==> src/rtl/bank_timing_pkg.sv <==
// Decode offsets, opcodes and shared types for the bank timing tracker.
package bank_timing_pkg;

  localparam int VALID_BIT = 31;
  localparam int RAS_BIT   = 30;
  localparam int CAS_BIT   = 29;
  localparam int WE_BIT    = 28;
  localparam int CS_OFFSET = 24;
  localparam int A10_BIT   = 10;

  // {RAS, CAS, WE} as seen on the instruction word
  localparam logic [2:0] OP_ACT  = 3'b011;
  localparam logic [2:0] OP_PRE  = 3'b010;
  localparam logic [2:0] OP_REF  = 3'b001;
  localparam logic [1:0] OP_RDWR = 2'b10;

  localparam int ROW_W = 15;
  localparam int CNT_W = 6;

  typedef enum logic [1:0] {
    ERR_NONE   = 2'd0,
    ERR_ACT    = 2'd1,
    ERR_ACCESS = 2'd2,
    ERR_REF    = 2'd3
  } err_code_e;

  typedef struct packed {
    logic             open;
    logic [ROW_W-1:0] row;
    logic [CNT_W-1:0] rcd;
    logic [CNT_W-1:0] ras;
    logic [CNT_W-1:0] rp;
  } bank_state_t;

endpackage

==> src/rtl/bank_timing_if.sv <==
// Command feed and bank query bus of the bank timing tracker.
interface bank_timing_if #(
  parameter int ROW_WIDTH  = 15,
  parameter int BANK_WIDTH = 3,
  parameter int CS_WIDTH   = 1
);
  localparam int RANK_W = (CS_WIDTH > 1) ? $clog2(CS_WIDTH) : 1;

  logic [31:0]           instr;
  logic                  is_app;
  logic                  is_mnt;
  logic [RANK_W-1:0]     q_rank;
  logic [BANK_WIDTH-1:0] q_bank;
  logic [ROW_WIDTH:0]    q_state;
  logic                  q_rdwr_ready;
  logic                  q_pre_ready;
  logic                  q_act_ready;
  logic [CS_WIDTH-1:0]   any_open;
  logic                  err;
  logic [1:0]            err_code;

  modport master (
    output instr, is_app, is_mnt, q_rank, q_bank,
    input  q_state, q_rdwr_ready, q_pre_ready,
    input  q_act_ready, any_open, err, err_code
  );

  modport slave (
    input  instr, is_app, is_mnt, q_rank, q_bank,
    output q_state, q_rdwr_ready, q_pre_ready,
    output q_act_ready, any_open, err, err_code
  );
endinterface

==> src/rtl/bank_timing_tracker_bank_timer.sv <==
// One bank: open bit, last row and saturating tRCD/tRAS/tRP countdowns.
module bank_timer #(
  parameter int ROW_WIDTH = 15,
  parameter int CNT_WIDTH = 6,
  parameter int T_RCD     = 6,
  parameter int T_RAS     = 15,
  parameter int T_RP      = 6
) (
  input  logic                 clk,
  input  logic                 rst,
  input  logic                 act,
  input  logic                 pre,
  input  logic [ROW_WIDTH-1:0] row_in,
  output logic                 open,
  output logic [ROW_WIDTH-1:0] row,
  output logic                 rdwr_ready,
  output logic                 pre_ready,
  output logic                 act_ready
);
  // T of 0 or 1 both load 0, i.e. ready on the next cycle
  localparam logic [CNT_WIDTH-1:0] RCD_LD =
    (T_RCD > 1) ? CNT_WIDTH'(T_RCD - 1) : '0;
  localparam logic [CNT_WIDTH-1:0] RAS_LD =
    (T_RAS > 1) ? CNT_WIDTH'(T_RAS - 1) : '0;
  localparam logic [CNT_WIDTH-1:0] RP_LD =
    (T_RP > 1) ? CNT_WIDTH'(T_RP - 1) : '0;

  logic [CNT_WIDTH-1:0] rcd, ras, rp;

  function automatic logic [CNT_WIDTH-1:0] dec(
    input logic [CNT_WIDTH-1:0] c
  );
    return (c == '0) ? c : c - CNT_WIDTH'(1);
  endfunction

  always_ff @(posedge clk) begin
    if (rst) begin
      open <= 1'b0;
      row  <= '0;
      rcd  <= '0;
      ras  <= '0;
      rp   <= '0;
    end else begin
      rcd <= dec(rcd);
      ras <= dec(ras);
      rp  <= dec(rp);
      if (act) begin
        open <= 1'b1;
        row  <= row_in;
        rcd  <= RCD_LD;
        ras  <= RAS_LD;
      end
      if (pre) begin
        open <= 1'b0;
        rp   <= RP_LD;
      end
    end
  end

  assign rdwr_ready = open & (rcd == '0);
  assign pre_ready  = open & (ras == '0);
  assign act_ready  = ~open & (rp == '0);
endmodule

==> src/rtl/bank_timing_tracker.sv <==
// Per-(rank,bank) open-row and timing tracker fed by every DDR command.
// Define BANK_TIMING_CHECK_EN to build the sticky protocol checker.
module bank_timing_tracker
  import bank_timing_pkg::*;
#(
  parameter int ROW_WIDTH  = 15,
  parameter int BANK_WIDTH = 3,
  parameter int CS_WIDTH   = 1,
  parameter int CNT_WIDTH  = 6,
  parameter int T_RCD      = 6,
  parameter int T_RAS      = 15,
  parameter int T_RP       = 6
) (
  input logic clk,
  input logic rst,
  bank_timing_if.slave bus
);
  localparam int NB     = 2**BANK_WIDTH;
  localparam int NT     = CS_WIDTH * NB;
  localparam int RANK_W = (CS_WIDTH > 1) ? $clog2(CS_WIDTH) : 1;
  localparam int QW     = RANK_W + BANK_WIDTH;

  logic                  vld, is_act, is_pre, prea;
  logic [2:0]            op;
  logic [CS_WIDTH-1:0]   rank_sel;
  logic [BANK_WIDTH-1:0] bank;
  logic [ROW_WIDTH-1:0]  row;

  logic [NT-1:0]        open_v, rdwr_v, pre_v, act_v;
  logic [ROW_WIDTH-1:0] row_v [NT];

  assign vld = (bus.is_app | bus.is_mnt) & bus.instr[VALID_BIT];
  assign op = {bus.instr[RAS_BIT], bus.instr[CAS_BIT],
               bus.instr[WE_BIT]};
  assign is_act = vld & (op == OP_ACT);
  assign is_pre = vld & (op == OP_PRE);
  assign prea = bus.instr[A10_BIT];
  assign rank_sel = ~bus.instr[CS_OFFSET +: CS_WIDTH];
  assign bank = bus.instr[ROW_WIDTH +: BANK_WIDTH];
  assign row = bus.instr[ROW_WIDTH-1:0];

`ifdef BANK_TIMING_CHECK_EN
  logic [NT-1:0] hit_v, sel_v;
`endif

  for (genvar r = 0; r < CS_WIDTH; r++) begin : g_rank
    for (genvar b = 0; b < NB; b++) begin : g_bank
      localparam int I = r * NB + b;
      logic hit, pre_b;
      assign hit = rank_sel[r] & (bank == BANK_WIDTH'(b));
      // PREA only reloads tRP on banks that were open
      assign pre_b = is_pre & rank_sel[r] &
                     (prea ? open_v[I] : (bank == BANK_WIDTH'(b)));
`ifdef BANK_TIMING_CHECK_EN
      assign hit_v[I] = hit;
      assign sel_v[I] = rank_sel[r];
`endif
      bank_timer #(
        .ROW_WIDTH(ROW_WIDTH), .CNT_WIDTH(CNT_WIDTH),
        .T_RCD(T_RCD), .T_RAS(T_RAS), .T_RP(T_RP)
      ) u_bank (
        .clk(clk), .rst(rst),
        .act(is_act & hit), .pre(pre_b), .row_in(row),
        .open(open_v[I]), .row(row_v[I]),
        .rdwr_ready(rdwr_v[I]), .pre_ready(pre_v[I]),
        .act_ready(act_v[I])
      );
    end
    assign bus.any_open[r] = |open_v[r*NB +: NB];
  end

  logic [QW-1:0] q_idx;
  assign q_idx = {bus.q_rank, bus.q_bank};

  always_comb begin
    bus.q_state      = '0;
    bus.q_rdwr_ready = 1'b0;
    bus.q_pre_ready  = 1'b0;
    bus.q_act_ready  = 1'b0;
    for (int i = 0; i < NT; i++) begin
      if (q_idx == QW'(i)) begin
        bus.q_state      = {open_v[i], row_v[i]};
        bus.q_rdwr_ready = rdwr_v[i];
        bus.q_pre_ready  = pre_v[i];
        bus.q_act_ready  = act_v[i];
      end
    end
  end

`ifdef BANK_TIMING_CHECK_EN
  logic      is_rdwr, is_ref, err_q;
  err_code_e viol, code_q;

  assign is_rdwr = vld & (op[2:1] == OP_RDWR);
  assign is_ref  = vld & (op == OP_REF);

  always_comb begin
    viol = ERR_NONE;
    unique case (1'b1)
      is_act & |(hit_v & ~act_v):
        viol = ERR_ACT;
      (is_pre & ~prea & |(hit_v & open_v & ~pre_v)) |
      (is_rdwr & |(hit_v & ~rdwr_v)):
        viol = ERR_ACCESS;
      is_ref & |(sel_v & open_v):
        viol = ERR_REF;
      default: ;
    endcase
  end

  always_ff @(posedge clk) begin
    if (rst) begin
      err_q  <= 1'b0;
      code_q <= ERR_NONE;
    end else if (!err_q && viol != ERR_NONE) begin
      err_q  <= 1'b1;
      code_q <= viol;
    end
  end

  assign bus.err      = err_q;
  assign bus.err_code = code_q;
`else
  assign bus.err      = 1'b0;
  assign bus.err_code = 2'd0;
`endif
endmodule

==> src/flat_wrapper.sv <==
// flat-port wrapper written by rule: the top's interface ports become plain ports
module bank_timing_tracker_flat import bank_timing_pkg::*;
#(
  parameter int ROW_WIDTH  = 15,
  parameter int BANK_WIDTH = 3,
  parameter int CS_WIDTH   = 1,
  parameter int CNT_WIDTH  = 6,
  parameter int T_RCD      = 6,
  parameter int T_RAS      = 15,
  parameter int T_RP       = 6
)
  (clk, rst, bus_instr, bus_is_app, bus_is_mnt, bus_q_rank, bus_q_bank, bus_q_state, bus_q_rdwr_ready, bus_q_pre_ready, bus_q_act_ready, bus_any_open, bus_err, bus_err_code);
  bank_timing_if #(.ROW_WIDTH(ROW_WIDTH), .BANK_WIDTH(BANK_WIDTH), .CS_WIDTH(CS_WIDTH)) bus_i ();
  input logic clk;
  input logic rst;
  input wire logic [$bits(bus_i.instr)-1:0] bus_instr;
  input wire logic [$bits(bus_i.is_app)-1:0] bus_is_app;
  input wire logic [$bits(bus_i.is_mnt)-1:0] bus_is_mnt;
  input wire logic [$bits(bus_i.q_rank)-1:0] bus_q_rank;
  input wire logic [$bits(bus_i.q_bank)-1:0] bus_q_bank;
  output wire logic [$bits(bus_i.q_state)-1:0] bus_q_state;
  output wire logic [$bits(bus_i.q_rdwr_ready)-1:0] bus_q_rdwr_ready;
  output wire logic [$bits(bus_i.q_pre_ready)-1:0] bus_q_pre_ready;
  output wire logic [$bits(bus_i.q_act_ready)-1:0] bus_q_act_ready;
  output wire logic [$bits(bus_i.any_open)-1:0] bus_any_open;
  output wire logic [$bits(bus_i.err)-1:0] bus_err;
  output wire logic [$bits(bus_i.err_code)-1:0] bus_err_code;
  assign bus_i.instr = bus_instr;
  assign bus_i.is_app = bus_is_app;
  assign bus_i.is_mnt = bus_is_mnt;
  assign bus_i.q_rank = bus_q_rank;
  assign bus_i.q_bank = bus_q_bank;
  assign bus_q_state = bus_i.q_state;
  assign bus_q_rdwr_ready = bus_i.q_rdwr_ready;
  assign bus_q_pre_ready = bus_i.q_pre_ready;
  assign bus_q_act_ready = bus_i.q_act_ready;
  assign bus_any_open = bus_i.any_open;
  assign bus_err = bus_i.err;
  assign bus_err_code = bus_i.err_code;
  bank_timing_tracker #(.ROW_WIDTH(ROW_WIDTH), .BANK_WIDTH(BANK_WIDTH), .CS_WIDTH(CS_WIDTH), .CNT_WIDTH(CNT_WIDTH), .T_RCD(T_RCD), .T_RAS(T_RAS), .T_RP(T_RP)) u_core (.clk(clk), .rst(rst), .bus(bus_i));
endmodule
==> config.mk <==
export PLATFORM = sky130hd
export DESIGN_NAME = bank_timing_tracker_flat
export DESIGN_NICKNAME = d
export VERILOG_FILES = /design/src/rtl/bank_timing_pkg.sv /design/src/rtl/bank_timing_if.sv /design/src/rtl/bank_timing_tracker_bank_timer.sv /design/src/rtl/bank_timing_tracker.sv /design/src/flat_wrapper.sv
export SDC_FILE = /design/constraint.sdc
export NUM_CORES = 1
export LEC_CHECK = 0
export CORE_MARGIN = 8
export CORE_UTILIZATION = 41
export CTS_BUF_LIST = sky130_fd_sc_hd__clkbuf_4 sky130_fd_sc_hd__clkbuf_8
export DETAILED_ROUTE_END_ITERATION = 6
export HOLD_SLACK_MARGIN = 0.08
export PLACE_DENSITY = 0.55
export SYNTH_ARGS = -nofsm -noshare
export SYNTH_HDL_FRONTEND = slang
export SYNTH_SLANG_ARGS = --single-unit
==> constraint.sdc <==
create_clock -name clk -period 2.5 [get_ports clk]
set_clock_uncertainty 0.15 [all_clocks]
set_input_delay 0.375 -clock clk [delete_from_list [all_inputs] [get_ports clk]]
set_output_delay 0.375 -clock clk [all_outputs]
set_load 0.02 [all_outputs]
; ---- After elaboration in Yosys (flattened, before gate mapping)
; Index checks and enable logic that the tools add are counted.
[totals]
regBits = 272
input_bits = 40
output_inout_bits = 23
wordCells = 321
[op_classes]
add_sub_neg = 24
eq_ne = 40
mux = 88
n_bitwise = 62
n_reduce_logical = 43
[ops]
columns = cell, n
row1 = $logic_not A6 Y1, 24
row2 = $sub A6 B1 Y6 const B, 24
row3 = $mux W16, 8
row4 = $mux W3, 32
row5 = $mux W4, 16
row6 = $and A1 B1 Y1, 52
row7 = $mux W1, 32
row8 = $ne A2 B2 Y1 const B, 16
row9 = $reduce_or A2 Y1, 16
row10 = $eq A4 B3 Y1 const B, 4
row11 = $ne A2 B1 Y1 const B, 8
row12 = $eq A3 B2 Y1 const B, 4
row13 = $eq A3 B3 Y1 const B, 4
row14 = $not A1 Y1, 9
row15 = $eq A4 B2 Y1 const B, 2
row16 = $reduce_or A8 Y1, 1
row17 = $eq A4 B1 Y1 const B, 1
row18 = $logic_not A4 Y1, 1
row19 = $eq A3 B1 Y1 const B, 1
row20 = $logic_not A3 Y1, 1
row21 = $or A1 B1 Y1, 1

; ---- Depth between registers and ports, before layout
[depth]
depth_word = 10
ltp_mapped = 8
depth_no_buf = 7

; ---- By module
; Synthesis repeated with hierarchy kept, for this count alone.
[hier_totals]
hier_cells = 1553
hier_area_um2 = 14292.5
[modules_own_cells]
columns = mod, instances, cells_per_inst, area_each_um2, seq_area_each_um2
row1 = bank_timer, 8, 165, 1555.2, 680.7
row2 = bank_timing_tracker, 1, 233, 1850.5, 0.0

; ---- Worst setup path before layout
; No wires, ideal clock.
[synth_path]
path_kind = input -> output
from = input bus_q_bank[0]
to = output bus_q_state[2]
t_arrival_ns = 2.374
t_required_ns = 1.975
setup_slack_ns = -0.399
cell_stages = 7
n_path_buf = 3
path_cell_list = clkbuf_1 -> nand2b_1 -> clkbuf_1 -> or2_2 -> buf_2 -> o22ai_1 -> a2111oi_0
[synth_via]
elab_chain_cells = 9
elab_cells_between_ends = 16
classes_between = eq/ne: 7 / mux: 8 / reduce/logical: 1
[synth_rtl]
columns = item, line_no
row1 = start: declaration, flat_wrapper.sv:20  ; input wire logic [$bits(bus_i.q_bank)-1:0] bus_q_bank;
row2 = $logic_not A4 Y1, bank_timing_tracker.sv:81  ; if (q_idx == QW'(i)) begin
row3 = $mux W16 (7 in series), bank_timing_tracker.sv:81
row4 = $mux W16 *, bank_timing_tracker.sv:81
row5 = end: declaration, flat_wrapper.sv:21  ; output wire logic [$bits(bus_i.q_state)-1:0] bus_q_state;
; Mark *: on every way between the ends. The rest lies on a longest branch, timed or not.

; ---- Worst setup path in the final report
[layout_path]
from = register u_core.g_rank[0].g_bank[6].u_bank.rp[0]
to = output bus_q_act_ready
[layout_via]
elab_chain_cells = 4
[layout_rtl]
columns = item, line_no
row1 = start: declaration, bank_timing_tracker_bank_timer.sv:28  ; logic [CNT_WIDTH-1:0] rcd, ras, rp;
row2 = start signal: assignment, bank_timing_tracker_bank_timer.sv:46  ; rp <= dec(rp);
row3 = $logic_not A6 Y1, bank_timing_tracker_bank_timer.sv:62  ; assign act_ready = ~open & (rp == '0);
row4 = $and A1 B1 Y1, bank_timing_tracker_bank_timer.sv:62
row5 = $mux W1 (2 in series), bank_timing_tracker.sv:81
row6 = end: declaration, flat_wrapper.sv:24  ; output wire logic [$bits(bus_i.q_act_ready)-1:0] bus_q_act_ready;
; No other way between the ends.

==> flow_summary.toml <==
[run_status]
status = "complete, but fails checks"
violations = "setup timing"

[timing]
hold_violations = 0
fin_crit_sh = 1.21
rsz0062_at_grt = "true"
timing.fmax_mhz = 330
fin_hold_ws_ns = 0.116
tightest_slew_ns = 0.622
fin_ws_ns = -0.534
fin_crit_ns = 3.03
finalMaxSlewViolations = 0
final-setup-viol-count = 3
relSlewSlack = 0.585

[power]
sw_frac_of_total = 0.347
p_clk_frac = 0.244
p_int_w = 0.0117
leakage_nw = 6.65
power.switching_w = 0.00624
vdd_drop_max_mv = 0.594
power.density_nw_per_um2 = 1070
p_seq_frac = 0.330
pwr-share-comb = 0.426

[setup_path]
crit_path_cell_trace = "inv_1 > ha_2 > or3b_1 > or3_4 > nor3_2 > o22ai_1 > o311ai_2 > buf_4 > buf_6"
path_buf_inv = 3
cp_slowest_cell = "or3_4"
crit_path_end_kind = "output pin"
critical_path.top_delay_family = "simple AND/OR/NAND/NOR gates"
critPathMaxFanout = 3
cp.arrival_ns = 2.51
start_kind = "flop"
cp.required_ns = 1.98
max_stage_delay_ns = 0.38
critical_path_class = "reg -> out"

[logic_synthesis]
avgSynthCellArea_um2 = 8.13
yosysSeqAreaShare = 0.423
postSynth.asyncResetShare = 0
syn_inst = 1585
yosys_warnings = 0
synth_edf_count = 0
synthesis.area_um2 = 12900
synth_cell_types = 59
synth_seq_cells = 272
ys.flop_type = "dfxtp_1"

[placement]
dp.cells = 2143
dpl_cell_area_um2 = 15300
gp_congestion = 0.850
io_buffers = 50
dp.final_hpwl_um = 25100

[layout]
area_growth_pct = 30.0
fin_nets = 1891
post-route-cell-area_um2 = 16800
fin_util = 0.536
final_cells = 2248
diodes = 0
fill_cells = 2968
multi_input_area_um2 = 7150
drive_above_1_share = 0.248
regArea_um2 = 5470

[flow_run]
maxCapViolations = 0

[floorplan]
die_w_um = 193
chipHeight_um = 193
core_um2 = 31200
rows = 65
ios = 63
dieArea_um2 = 37400
start_util = 0.413

[route]
drc = 0
finalWirelength_um = 36400
viasPerCell = 5.17
routedWlPerCell_um = 16.2
first_pass_iters = 5
final_antenna_net_count = 0
vias = 11600
drt_iter0_drc = 554

[grt]
overflow = 0
grt_max_degree = 74
grt_pass1_wl_um = 58900
grt.total_usage = 0.190
antenna_found_initial = 0
grt_pass1_vias = 11200

[clocking]
clk_latency_ns = 0.57
clockBufferDepth = 3
cts_buffers = 48
cts_root_buf = "clkbuf_8"
htreeDepth = 2
cts_tree = "yes"
path_clk_slew_ns = 0.06
cts_sinks = 272

[hold_path]
min_path_type = "in -> reg"
## synthesized netlist by cell type, types with 13 or more instances
master | instances | share of area
nand2_1 | 288 | 0.084
dfxtp_1 | 272 | 0.42
nor2_1 | 176 | 0.051
a21oi_1 | 169 | 0.066
nor3_1 | 75 | 0.029
clkbuf_1 | 63 | 0.018
inv_1 | 53 | 0.015
mux2i_1 | 50 | 0.039
xnor2_1 | 43 | 0.029
ha_1 | 42 | 0.041
o21ai_0 | 30 | 0.012
buf_2 | 28 | 0.011
mux2_2 | 28 | 0.024
nand3_1 | 25 | 0.0097
xor2_1 | 21 | 0.014
o22ai_1 | 18 | 0.0087
nand3b_1 | 15 | 0.0087
nor4_1 | 15 | 0.0073
or3_1 | 15 | 0.0073
nor2b_1 | 13 | 0.0063
## through the flow
stage                     setup TNS (ns)  power (W)  setup slack, ns
after detailed placement          -13.89     0.0133           -0.963
after CTS                          -1.02     0.0180           -0.609
after global placement            -13.62     0.0131           -0.931
after global routing               -1.11     0.0194           -0.641
final                             -0.895     0.0180           -0.534
after floorplan                        0     0.0107          0.00883
## worst paths after layout
kind                                                            to                                                  start  slack [ns]  cells past startpoint
max                                                bus_q_act_ready   u_core.g_rank[0].g_bank[6].u_bank.rp[0]$_SDFFE_PP0P_       -0.53                      9
min          u_core.g_rank[0].g_bank[2].u_bank.row[9]$_SDFFE_PP0P_                                                    rst        0.12                      2
max reg2reg   u_core.g_rank[0].g_bank[6].u_bank.rp[2]$_SDFFE_PP0P_   u_core.g_rank[0].g_bank[6].u_bank.rp[0]$_SDFFE_PP0P_        0.29                      8
min reg2reg  u_core.g_rank[0].g_bank[2].u_bank.row[0]$_SDFFE_PP0P_  u_core.g_rank[0].g_bank[2].u_bank.row[0]$_SDFFE_PP0P_        0.30                      2
## kinds of logic (layout without fill, tap and decap cells)
logic type                 count (synthesis)  in the layout  synth area share
AOI/OAI and AO/OA                        298            298             0.140
xor gates and xnor gates                  64             64            0.0435
adders and majority gates                 42             42            0.0408
buffers and inverters                    153            412            0.0487
DFF                                      272            272             0.423
muxes                                     80             80            0.0668
other                                      1              3          0.000291
and+or+nand+nor                          675            675             0.238
## cells in the final DEF (no fill, tap or decap), types with 10 or more instances in the layout
master | synthesis | routed
xnor2_1 | 43 | 43
a211oi_1 | 11 | 10
nor3_1 | 75 | 70
dfxtp_1 | 272 | 258
nor2b_1 | 13 | 11
a2111oi_0 | 11 | 10
buf_12 | 0 | 20
ha_1 | 42 | 37
a21oi_1 | 169 | 168
inv_1 | 53 | 46
or3_1 | 15 | 11
nor4_1 | 15 | 10
o22ai_1 | 18 | 12
mux2_2 | 28 | 28
dfxtp_2 | 0 | 13
mux2i_1 | 50 | 50
clkbuf_4 | 0 | 12
nor2_1 | 176 | 172
o21ai_0 | 30 | 24
buf_4 | 5 | 200
clkbuf_8 | 0 | 65
nand3b_1 | 15 | 15
xor2_1 | 21 | 21
nand2_1 | 288 | 285
clkdlybuf4s50_1 | 0 | 25
nand3_1 | 25 | 23
buf_6 | 0 | 14
## final cells by class
class                           count  area share
Multi-Input combinational cell   1162       0.427
Sequential cell                   272       0.326
Inverter                           53      0.0120
Clock buffer                       77      0.0588
Clock inverter                     10     0.00344
Tap cell                          402      0.0300
Timing Repair Buffer              272       0.143
## sequential cells by signal (all words and copies together) (netlist names)
name                              cells
u_core.g_rank.g_bank.u_bank.row     120
u_core.g_rank.g_bank.u_bank.open      8
u_core.g_rank.g_bank.u_bank.rcd      48
u_core.g_rank.g_bank.u_bank.rp       48
u_core.g_rank.g_bank.u_bank.ras      48
## timing repair
action,in CTS,in global routing
resized for setup,164,33
pin swaps,21,16
buffers inserted,14,5
hold buffers,0,0
endpoints found under the setup margin,20,19
## per-layer routing
metal,global-route usage,wire length [um],vias up
li1,-,-,5860
met1,0.242,16900,5480
met2,0.321,16900,229
met3,0.0323,1570,64
met4,0.0653,1020,0
met5,0,0,-
## power groups by stage
stage,registers [W],clock network [W],logic [W]
4_1_cts,0.00593,0.00450,0.00762
2_1_floorplan,0.00597,0,0.00474
3_5_place_dp,0.00598,0,0.00733
6_report,0.00594,0.00439,0.00765
3_3_place_gp,0.00596,0,0.00717
5_1_grt,0.00606,0.00470,0.00863
Note: power is estimated with default switching activity, not from simulation.
